### src/rtl/booth_mult_ctrl_pkg.sv
// Shared definitions for the radix-2 Booth multiplier controller:
// FSM state encoding, iteration count and Booth selector codes.
package booth_mult_ctrl_pkg;

    localparam int unsigned IterCount = 32;
    localparam int unsigned CntWidth  = $clog2(IterCount);

    typedef enum logic [1:0] {
        StIdle = 2'b00,
        StRun  = 2'b01,
        StDone = 2'b10
    } state_e;

    // Indexed by {Q[0], q_1}
    typedef enum logic [1:0] {
        SelNone = 2'b00,
        SelAdd  = 2'b01,
        SelSub  = 2'b10,
        SelHold = 2'b11
    } booth_sel_e;

endpackage

### src/rtl/booth_select.sv
// Booth recoding step: maps {Q[0], q_1} and multiplicand M onto the second
// adder operand and carry-in (add M, subtract M as ~M + 1, or add nothing).
module booth_select
    import booth_mult_ctrl_pkg::*;
#(
    parameter int unsigned WIDTH = 32
) (
    input  logic [1:0]       sel,
    input  logic [WIDTH-1:0] m,
    output logic [WIDTH-1:0] y,
    output logic             cin
);

    always_comb begin
        y   = '0;
        cin = 1'b0;
        unique case (booth_sel_e'(sel))
            SelAdd: y = m;
            SelSub: begin
                y   = ~m;
                cin = 1'b1;
            end
            SelNone, SelHold: ;
        endcase
    end

endmodule

### src/rtl/booth_mult_ctrl.sv
// Radix-2 Booth multiplier controller driving an external carry-lookahead adder.
// Define MULT_OVF_DETECT_EN to enable the signed-overflow flag on data_exception.
module booth_mult_ctrl
    import booth_mult_ctrl_pkg::*;
#(
    parameter int unsigned WIDTH = 32
) (
    input  logic             clock,
    input  logic             reset,
    input  logic [WIDTH-1:0] data_operandA,
    input  logic [WIDTH-1:0] data_operandB,
    input  logic             ctrl_MULT,
    output logic [WIDTH-1:0] add_x,
    output logic [WIDTH-1:0] add_y,
    output logic             add_cin,
    output logic [WIDTH-1:0] add_p,
    output logic [WIDTH-1:0] add_g,
    input  logic [WIDTH-1:0] add_s,
    output logic [WIDTH-1:0] data_result,
    output logic             data_exception,
    output logic             data_resultRDY
);

    state_e state_q, state_d;

    logic [WIDTH-1:0]    a_q, q_q, m_q;
    logic                q1_q;
    logic [CntWidth-1:0] cnt_q;

    logic [WIDTH-1:0] a_d, q_d;
    logic             q1_d;
    logic [WIDTH-1:0] sel_y;
    logic             sel_cin;
    logic             ovf, msb;
    logic             step, last;
    logic [WIDTH-1:0] result_q;

    booth_select #(
        .WIDTH (WIDTH)
    ) u_booth_select (
        .sel (({q_q[0], q1_q})),
        .m   (m_q),
        .y   (sel_y),
        .cin (sel_cin)
    );

    assign step = (state_q == StRun) && !ctrl_MULT;
    assign last = (cnt_q == CntWidth'(IterCount - 1));

    // The adder result may overflow 32 bits; recover the true sign for the shift.
    assign ovf  = (add_x[WIDTH-1] == add_y[WIDTH-1]) && (add_s[WIDTH-1] != add_x[WIDTH-1]);
    assign msb  = add_s[WIDTH-1] ^ ovf;
    assign a_d  = {msb, add_s[WIDTH-1:1]};
    assign q_d  = {add_s[0], q_q[WIDTH-1:1]};
    assign q1_d = q_q[0];

    // State register
    always_ff @(posedge clock) begin
        if (reset) begin
            state_q <= StIdle;
        end else begin
            state_q <= state_d;
        end
    end

    // Next-state logic; a start pulse in any state (re)starts the operation
    always_comb begin
        state_d = state_q;
        unique case (state_q)
            StIdle:  state_d = ctrl_MULT ? StRun : StIdle;
            StRun:   state_d = ctrl_MULT ? StRun : (last ? StDone : StRun);
            StDone:  state_d = ctrl_MULT ? StRun : StIdle;
            default: state_d = StIdle;
        endcase
    end

    // Output logic
    always_comb begin
        add_x          = '0;
        add_y          = '0;
        add_cin        = 1'b0;
        data_resultRDY = 1'b0;
        unique case (state_q)
            StRun: begin
                add_x   = a_q;
                add_y   = sel_y;
                add_cin = sel_cin;
            end
            StDone:  data_resultRDY = 1'b1;
            default: ;
        endcase
        add_p = add_x | add_y;
        add_g = add_x & add_y;
    end

    always_ff @(posedge clock) begin
        if (reset) begin
            a_q   <= '0;
            q_q   <= '0;
            q1_q  <= 1'b0;
            m_q   <= '0;
            cnt_q <= '0;
        end else if (ctrl_MULT) begin
            a_q   <= '0;
            q_q   <= data_operandB;
            q1_q  <= 1'b0;
            m_q   <= data_operandA;
            cnt_q <= '0;
        end else if (step) begin
            a_q   <= a_d;
            q_q   <= q_d;
            q1_q  <= q1_d;
            cnt_q <= cnt_q + CntWidth'(1);
        end
    end

    // Capture the final product on the edge entering DONE so it is valid with the pulse
    always_ff @(posedge clock) begin
        if (reset) begin
            result_q <= '0;
        end else if (step && last) begin
            result_q <= q_d;
        end
    end

    assign data_result = result_q;

`ifdef MULT_OVF_DETECT_EN
    logic exc_q;

    always_ff @(posedge clock) begin
        if (reset) begin
            exc_q <= 1'b0;
        end else if (step && last) begin
            exc_q <= (a_d != {WIDTH{q_d[WIDTH-1]}});
        end
    end

    assign data_exception = exc_q;
`else
    assign data_exception = 1'b0;
`endif

endmodule

### config.mk
export PLATFORM = sky130hd
export DESIGN_NAME = booth_mult_ctrl
export DESIGN_NICKNAME = d
export VERILOG_FILES = /design/src/rtl/booth_mult_ctrl_pkg.sv /design/src/rtl/booth_select.sv /design/src/rtl/booth_mult_ctrl.sv
export SDC_FILE = /design/constraint.sdc
export NUM_CORES = 1
export LEC_CHECK = 0
export BUFFER_PORTS_ARGS = -buffer_cell sky130_fd_sc_hd__buf_4
export CORE_ASPECT_RATIO = 0.5
export CORE_MARGIN = 2
export CORE_UTILIZATION = 54
export CTS_BUF_LIST = sky130_fd_sc_hd__clkbuf_4
export DETAILED_ROUTE_END_ITERATION = 8
export PLACE_DENSITY = 0.91
export SYNTH_ARGS = -nofsm -noshare
export SYNTH_HDL_FRONTEND = slang
export SYNTH_HIERARCHICAL = 1
export SYNTH_SLANG_ARGS = --single-unit
### constraint.sdc
create_clock -name clock -period 4 [get_ports clock]
set_input_delay 0.4 -clock clock [delete_from_list [all_inputs] [get_ports clock]]
set_output_delay 0.4 -clock clock [all_outputs]
set_load 0.03 [all_outputs]
==> flow_metrics.env, run 1 <==
export IMPL_hp_class="in2reg"
export IMPL_tightestPinTransition_ns=1.12
export IMPL_slew_violations=0
export IMPL_powerDensity_nw_per_um2=327
export IMPL_cts_root_buf="clkbuf_4"
export IMPL_path_max_fanout=35
export IMPL_synthCells=858
export IMPL_final_hold_viol_count=0
export IMPL_portBuffers=260
export IMPL_routedWlPerCell_um=14.7
export IMPL_setup_ws_ns=1.09
export IMPL_grt_setup_unrepaired="false"
export IMPL_path_buf_inv=3
export IMPL_synth_area_um2=6630
export IMPL_met3_usage=0.0504
export IMPL_hold_depth=3
export IMPL_cp_slowest_stage_delay_ns=0.45
export IMPL_nFillCells=950
export IMPL_drt_iter0_markers=485
export IMPL_antenna_found_initial=0
export IMPL_syn_to_final_growth_pct=31.6
export IMPL_die_w_um=161
export IMPL_tritoncts="built"
export IMPL_crit_chain="buf_4 > nand2b_4 > o22ai_1 > nand2_1 > ha_1 > inv_1 > buf_4"
export IMPL_met2_usage=0.482
export IMPL_crit_path_top_delay_cell="buf_4"
export IMPL_syn_avg_cell_area_um2=7.73
export IMPL_cts_buffer_depth=2
export IMPL_io_pins=262
export IMPL_grt_pass1_wl_mm=28.9
export IMPL_fin_tns_setup_ns=0
export IMPL_setup_violations=0
export IMPL_finalNonFillerCells=1244
export IMPL_die_h_um=82.4
export IMPL_synth_edf_count=0
export IMPL_yosysTopAreaCell="dfxtp_1"
export IMPL_end_kind="output pin"
export IMPL_cp_depth=7
export IMPL_syn_num_nets=961
export IMPL_fin_area_um2=8730
export IMPL_ctsHoldBuffers=0
export IMPL_arrival_ns=2.51
export IMPL_initial_core_util=0.557
export IMPL_cts_sinks=136
export IMPL_clk_latency_ns=0.51
export IMPL_synth_ff_latch_count=136
export IMPL_ant_nets=0
export IMPL_vdd_drop_max_mv=0.183
export IMPL_rows=28
export IMPL_outcome="finished clean"
export IMPL_grt_max_degree=101
export IMPL_core_region_area_um2=11900
export IMPL_period_share=0.729
export IMPL_vias_per_cell=5.30
export IMPL_dieArea_um2=13200
export IMPL_track_usage=0.269
export IMPL_dr_pass1_iters=5
export IMPL_cts_resized=0
export IMPL_utilization=0.733
export IMPL_layout_drive_gt1_share=0.311
export IMPL_crit_type="reg2out"
export IMPL_gr_total_overflow=0
export IMPL_diodes=0
export IMPL_cp_common_cell="buf_4"
export IMPL_p_leak_nw=3.94
export IMPL_dpl_worst_slack_ns=1.63
export IMPL_reg2regPathDepth=8
export IMPL_cap_violations=0
export IMPL_placed_cell_area_um2=8450
export IMPL_layout_commonest_cell="buf_4"
export IMPL_placed_cells=1213
export IMPL_final_cell_mix="buf_4, nand2_1, dfxtp_1"
export IMPL_routed_via_count=6599
export IMPL_nets=1170
export IMPL_drcViolationCount=0
export IMPL_min_period_ns=2.91
export IMPL_yosysSeqAreaShare=0.410
export IMPL_cts_buffers=17
export IMPL_fmax_mhz=343
export IMPL_met1_usage=0.334
export IMPL_synth_top_area_frac=0.410
export IMPL_gp_congestion=0.860
export IMPL_post_cts_buffers=0
export IMPL_top_usage_layer="met2"
export IMPL_routed_wl_mm=18.3
export IMPL_ys_warn_count=6
export IMPL_synth_distinct_cells=33
export IMPL_slew_headroom=0.252
export IMPL_synth_top_cells_by_area="dfxtp_1, nand2_1, nor2_1, and2_1, o22ai_2"
export IMPL_critPathLaunchType="flip-flop"
export IMPL_synth_async_reset_ratio=0
export IMPL_fin_skew_ns=0.0217
export IMPL_cp_required_ns=3.60
export IMPL_htree_levels=4
export IMPL_dp_hpwl_mm=12.4
export IMPL_clk_pin_slew_worst_paths_ns=0.13
export IMPL_crit_family="buffers and inverters"
export IMPL_ys_flop_type="dfxtp_1"
export IMPL_grt_pass1_vias=5910
flip-flops by register name (all words and copies together), names as in the netlist:
register	flops
a_q	32
state_q	2
q_q	32
cnt_q	5
m_q	32
data_result	32
q1_q	1
cells in the mapped netlist (3+ instances only):
library cell,n
a21oi_1,68
a311oi_1,30
and2_1,63
and3_1,32
buf_2,36
buf_6,12
clkbuf_1,24
dfxtp_1,136
ha_1,4
inv_1,5
mux2i_1,32
nand2_1,230
nor2_1,129
o22ai_1,3
o22ai_2,29
report_power, final:
group	switching [mW]	internal, mW	total, mW
clock	0.528	0.381	0.909
combinational	0.291	0.201	0.492
sequential	0.0469	1.41	1.46
total	0.866	1.99	2.86
layout make-up:
cell class	count	area, um^2	area share
Clock buffer	18	135	0.0155
Clock inverter	13	148	0.0169
Inverter	6	22.5	0.00258
Multi-Input combinational cell	640	3480	0.399
Sequential cell	136	2720	0.312
Tap cell	165	206	0.0236
Timing Repair Buffer	266	2010	0.230
final timing paths:
| kind | start | end | slack, ns |
|---|---|---|---|
| setup / recovery | q_q[0] | add_p[31] | 1.09 |
| hold / removal | data_operandA[20] | m_q[20] | 0.12 |
| setup reg to reg | q_q[0] | a_q[31] | 1.63 |
| hold reg to reg | data_result[13] | data_result[13] | 0.46 |
worst register-to-register path: cells and delay by family, from the launching register on:
family          cells  cell delay [ns]
simple gates        2             0.54
buf+inv             2             0.49
flops               1             0.33
compound gates      3             0.55
fa+ha+maj           1             0.33
layer usage:
layer	share of wire	up-vias	routed length [um]
met1	0.44	3080	8000
met4	0.016	0	292
li1	-	3252	-
met3	0.059	30	1080
met2	0.49	237	8890
met5	0	-	0
through the flow:
stage | hold WS [ns] | power [mW]
floorplan | 0.441 | 1.80
global route | 0.0778 | 2.99
CTS | 0.0810 | 2.87
global placement | 0.442 | 1.96
detailed placement | 0.449 | 1.97
finish | 0.119 | 2.86
logic make-up after synthesis:
group / after synthesis / share of synthesized area
simple gates: 466 / 0.307
compound gates: 135 / 0.156
mux: 32 / 0.0483
buf+inv: 82 / 0.0679
other cells: 1 / 0.000565
flops: 136 / 0.410
fa+ha+maj: 4 / 0.00755
xor+xnor: 2 / 0.00264
No activity file was read; power rests on OpenSTA's default activity.
==> run 2: changes to the inputs <==
CORE_UTILIZATION = 51   (was 54)
PLACE_DENSITY = 0.86   (was 0.91)
clock period = 2.75 ns   (was 4 ns; I/O delays follow)
==> flow_metrics.env, run 2 (same netlist as run 1, synthesis figures left out) <==
export IMPL_min_period_ns=2.63
export IMPL_routed_wl_mm=21.4
export IMPL_vias_per_cell=5.35
export IMPL_powerDensity_nw_per_um2=438
export IMPL_track_usage=0.298
export IMPL_crit_type="reg2out"
export IMPL_setup_violations=0
export IMPL_core_region_area_um2=12700
export IMPL_fmax_mhz=380
export IMPL_final_cell_mix="buf_4, nand2_1, dfxtp_1"
export IMPL_wl_met2_mm=10.5
export IMPL_ant_nets=0
export IMPL_clk_latency_ns=0.52
export IMPL_gp_congestion=0.853
export IMPL_grt_pass1_wl_mm=33.2
export IMPL_routed_via_count=7153
export IMPL_setup_ws_ns=0.120
export IMPL_wl_met3_mm=1.26
export IMPL_p_leak_nw=4.31
export IMPL_arrival_ns=2.36
export IMPL_utilization=0.757
export IMPL_slew_violations=0
export IMPL_cts_buffers=17
export IMPL_rows=29
export IMPL_holdCritStartpoint="data_operandB[8]"
export IMPL_gr_total_overflow=0
export IMPL_die_h_um=84.6
export IMPL_cap_violations=0
export IMPL_post_cts_buffers=0
export IMPL_antenna_found_initial=1
export IMPL_portBuffers=260
export IMPL_top_layer="met4"
export IMPL_io_pins=262
export IMPL_crit_family="simple AND/OR/NAND/NOR gates"
export IMPL_rr_endpoint="q_q[0]"
export IMPL_totalPowerFinal_mw=4.20
export IMPL_crit_path_top_delay_cell="and2b_1"
export IMPL_hp_class="in2reg"
export IMPL_path_buf_inv=1
export IMPL_fin_skew_ns=0.0276
export IMPL_holdPathEnd="q_q[8]"
export IMPL_routedWlPerCell_um=16.0
export IMPL_cts_buffer_depth=2
export IMPL_m1WireLength_mm=9.13
export IMPL_placed_cells=1225
export IMPL_drt_iter0_markers=675
export IMPL_r2r_start="state_q[0]"
export IMPL_grt_pass1_vias=6678
export IMPL_fin_tns_setup_ns=0
export IMPL_end_kind="output pin"
export IMPL_period_share=0.956
export IMPL_cp_required_ns=2.48
export IMPL_cp_slowest_stage_delay_ns=0.87
export IMPL_slew_headroom=0.316
export IMPL_dieArea_um2=14000
export IMPL_rrSetupSlack_ns=0.35
export IMPL_finalNonFillerCells=1337
export IMPL_layout_commonest_cell="buf_4"
export IMPL_clk_pin_slew_worst_paths_ns=0.13
export IMPL_tritoncts="built"
export IMPL_dr_pass1_iters=5
export IMPL_cts_sinks=136
export IMPL_critPathLaunchType="flip-flop"
export IMPL_nets=1256
export IMPL_nFillCells=883
export IMPL_initial_core_util=0.524
export IMPL_path_max_fanout=28
export IMPL_grt_max_degree=78
export IMPL_reg2regPathDepth=4
export IMPL_critPathLaunch="state_q[0]"
export IMPL_crit_chain="and2b_1 > and2_1 > buf_4"
export IMPL_dp_hpwl_mm=13.0
export IMPL_final_hold_viol_count=0
export IMPL_tightestPinTransition_ns=1.03
export IMPL_layout_drive_gt1_share=0.295
export IMPL_vdd_drop_max_mv=0.291
export IMPL_syn_to_final_growth_pct=44.5
export IMPL_hold_depth=3
export IMPL_dpl_worst_slack_ns=0.662
export IMPL_drcViolationCount=0
export IMPL_outcome="finished clean"
export IMPL_htree_levels=4
export IMPL_cts_root_buf="clkbuf_4"
export IMPL_die_w_um=165
[run 2: metal layers]
layer / track usage / up-vias
met4: 0.108 / 0
met3: 0.0627 / 52
met5: 0 / -
met2: 0.506 / 279
met1: 0.377 / 3398
li1: - / 3424
[run 2: power by group]
part	total, mW	internal [mW]	switching (mW)
registers	2.13	2.05	0.0787
clock network	1.23	0.392	0.837
logic	0.840	0.377	0.464
[run 2: cell type report]
type,count,area [um^2],share of cell area
clock inverters,15,134,0.0140
flip-flops and latches,136,2720,0.284
well taps,170,213,0.0222
clock buffers,17,128,0.0133
multi-input cells,641,3490,0.364
diodes,1,2.50,0.000261
inverters,6,22.5,0.00235
repair buffers,351,2870,0.299
[run 2: worst register-to-register path, stage by stage, from the launching register on]
cell and delay, ns:
dfxtp_1 0.57, and2b_1 0.87, buf_4 0.40, nand2_1 0.11, a311oi_1 0.33
[run 2: repair_timing]
action	4_1_cts	5_1_grt
resized for setup	0	0
hold endpoints to repair	73	5
hold buffers	73	5
endpoints found under the setup margin	0	38
[run 2: stage by stage]
| step | hold slack (ns) | area, um^2 |
|---|---|---|
| floorplan | 0.411 | 6630 |
| global placement | 0.444 | 8530 |
| detailed placement | 0.451 | 8530 |
| CTS | 0.00121 | 9520 |
| global route | 0.00298 | 9580 |
| finish | 0.0416 | 9580 |
[run 2: worst max-delay path by stage]
stage	endpoint	slack, ns	cells past startpoint
4_1_cts	add_g[25]	0.07	4
3_5_place_dp	add_g[25]	0.66	4
2_1_floorplan	add_g[31]	0.88	6
3_3_place_gp	add_g[30]	0.71	4
6_report	add_y[0]	0.12	3
5_1_grt	add_p[12]	-0.02	6
==> run 3: changes to the inputs <==
CORE_ASPECT_RATIO = unset   (was 0.5)
GPL_TIMING_DRIVEN = 0   (was unset)
==> flow_metrics.env, run 3 (same netlist as run 1, synthesis figures left out) <==
export IMPL_layout_commonest_cell="buf_4"
export IMPL_die_h_um=118
export IMPL_end_kind="output pin"
export IMPL_drcViolationCount=0
export IMPL_cts_sinks=136
export IMPL_htree_levels=4
export IMPL_placed_cells=1288
export IMPL_placed_cell_area_um2=8780
export IMPL_layout_drive_gt1_share=0.300
export IMPL_fmax_mhz=391
export IMPL_powerDensity_nw_per_um2=434
export IMPL_tightestPinTransition_ns=0.579
export IMPL_outcome="finished clean"
export IMPL_wl_met2_mm=11.5
export IMPL_seq_power_share=0.488
export IMPL_setup_violations=0
export IMPL_vdd_drop_max_mv=0.258
export IMPL_p_sw_frac=0.309
export IMPL_core_region_area_um2=12700
export IMPL_cts_root_buf="clkbuf_4"
export IMPL_grt_pass1_wl_mm=37.1
export IMPL_routed_wl_mm=23.7
export IMPL_critPathLaunchType="flip-flop"
export IMPL_gr_total_overflow=0
export IMPL_period_share=0.930
export IMPL_hp_class="in2reg"
export IMPL_routedWlPerCell_um=16.8
export IMPL_initial_core_util=0.523
export IMPL_rows=41
export IMPL_power_switching_mw=1.34
export IMPL_cts_buffer_depth=2
export IMPL_syn_to_final_growth_pct=50.8
export IMPL_crit_path_top_delay_cell="dfxtp_1"
export IMPL_dr_pass1_iters=5
export IMPL_gp_congestion=0.897
export IMPL_portBuffers=258
export IMPL_whs_ns=0.0403
export IMPL_antenna_found_initial=1
export IMPL_p_clk_frac=0.300
export IMPL_clk_pin_slew_worst_paths_ns=0.11
export IMPL_track_usage=0.332
export IMPL_crit_chain="and2b_1 > buf_6 > clkbuf_1 > and3_1 > buf_4"
export IMPL_fin_area_um2=10000
export IMPL_cts_buffers=17
export IMPL_grt_pass1_vias=7346
export IMPL_grt_max_degree=17
export IMPL_routed_via_count=7733
export IMPL_tritoncts="built"
export IMPL_power_frac_comb=0.212
export IMPL_vias_per_cell=5.47
export IMPL_clk_latency_ns=0.59
export IMPL_path_max_fanout=19
export IMPL_crit_type="reg2out"
export IMPL_io_pins=262
export IMPL_final_cell_mix="buf_4, nand2_1, dfxtp_1"
export IMPL_ant_nets=0
export IMPL_m1WireLength_mm=9.27
export IMPL_cp_slowest_stage_delay_ns=0.46
export IMPL_final_hold_viol_count=0
export IMPL_cp_required_ns=2.48
export IMPL_cap_violations=0
export IMPL_fin_skew_ns=0.0202
export IMPL_p_int_mw=3.00
export IMPL_finalNonFillerCells=1415
export IMPL_utilization=0.789
export IMPL_min_period_ns=2.56
export IMPL_fin_tns_setup_ns=0
export IMPL_p_leak_nw=4.55
export IMPL_arrival_ns=2.28
export IMPL_slew_headroom=0.614
export IMPL_wl_met3_mm=1.88
export IMPL_nets=1332
export IMPL_top_layer="met4"
export IMPL_dieArea_um2=13900
export IMPL_dp_hpwl_mm=15.5
export IMPL_grt_setup_unrepaired="false"
export IMPL_slew_violations=0
export IMPL_die_w_um=118
export IMPL_drt_iter0_markers=699
## run 3: cell count changes in the layout (fill, tap and decap cells not counted), moves of 3 or more
cell / delta
clkbuf_1: +22
buf_2: +36
clkinv_2: +3
buf_4: -10
inv_8: -4
buf_6: +12
buf_12: -3
clkinv_1: +3
dlygate4sd3_1: +17
## run 3: per-layer routing
| metal | vias to the layer above | track usage |
|---|---|---|
| li1 | 3584 | - |
| met1 | 3609 | 0.398 |
| met2 | 446 | 0.554 |
| met3 | 94 | 0.0785 |
| met4 | 0 | 0.169 |
| met5 | - | 0 |
## run 3: worst max-delay path: cells and delay by family, from the launching register on
kind / cells / cell delay (ns)
buffers and inverters: 3 / 0.79
flip-flops: 1 / 0.46
AND/OR/NAND/NOR: 2 / 0.45
## run 3: repair_timing
action	4_1_cts	5_1_grt
hold endpoints to repair	97	0
hold buffers	95	0
gates resized for setup	0	2
setup endpoints to repair	0	9
buffers inserted	0	0
## run 3: final cells by class
type / instances / area (um^2)
clock buffer: 18 / 135
multi-input combinational: 640 / 3460
tap: 172 / 215
inverter: 6 / 22.5
sequential: 136 / 2720
antenna: 1 / 2.50
clock inverter: 14 / 133
timing repair buffer: 353 / 2890
buffer: 75 / 425
fill: 828 / 2670
## run 3: power by group through the flow
stage               Sequential, mW  Combinational (mW)  Clock [mW]
floorplan                     2.14               0.484           0
global placement              2.16               0.772           0
detailed placement            2.16               0.782           0
CTS                           2.11               0.898        1.30
global route                  2.13               0.979        1.40
finish                        2.12               0.920        1.30
## run 3: path summary, 6_finish.rpt
path / to / depth (start not counted) / startpoint / slack (ns)
setup / recovery: add_g[14] / 5 / state_q[0] / 0.19
setup reg to reg: data_result[15] / 8 / cnt_q[0] / 0.91
hold / removal: q_q[31] / 3 / data_operandB[31] / 0.04
hold reg to reg: data_result[23] / 2 / q_q[24] / 0.46
## run 3: metrics by stage
step / power [mW] / setup slack, ns
3_3_place_gp: 2.93 / 0.682
5_1_grt: 4.51 / 0.0282
6_report: 4.34 / 0.192
2_1_floorplan: 2.62 / 0.882
3_5_place_dp: 2.94 / 0.664
4_1_cts: 4.31 / 0.0238
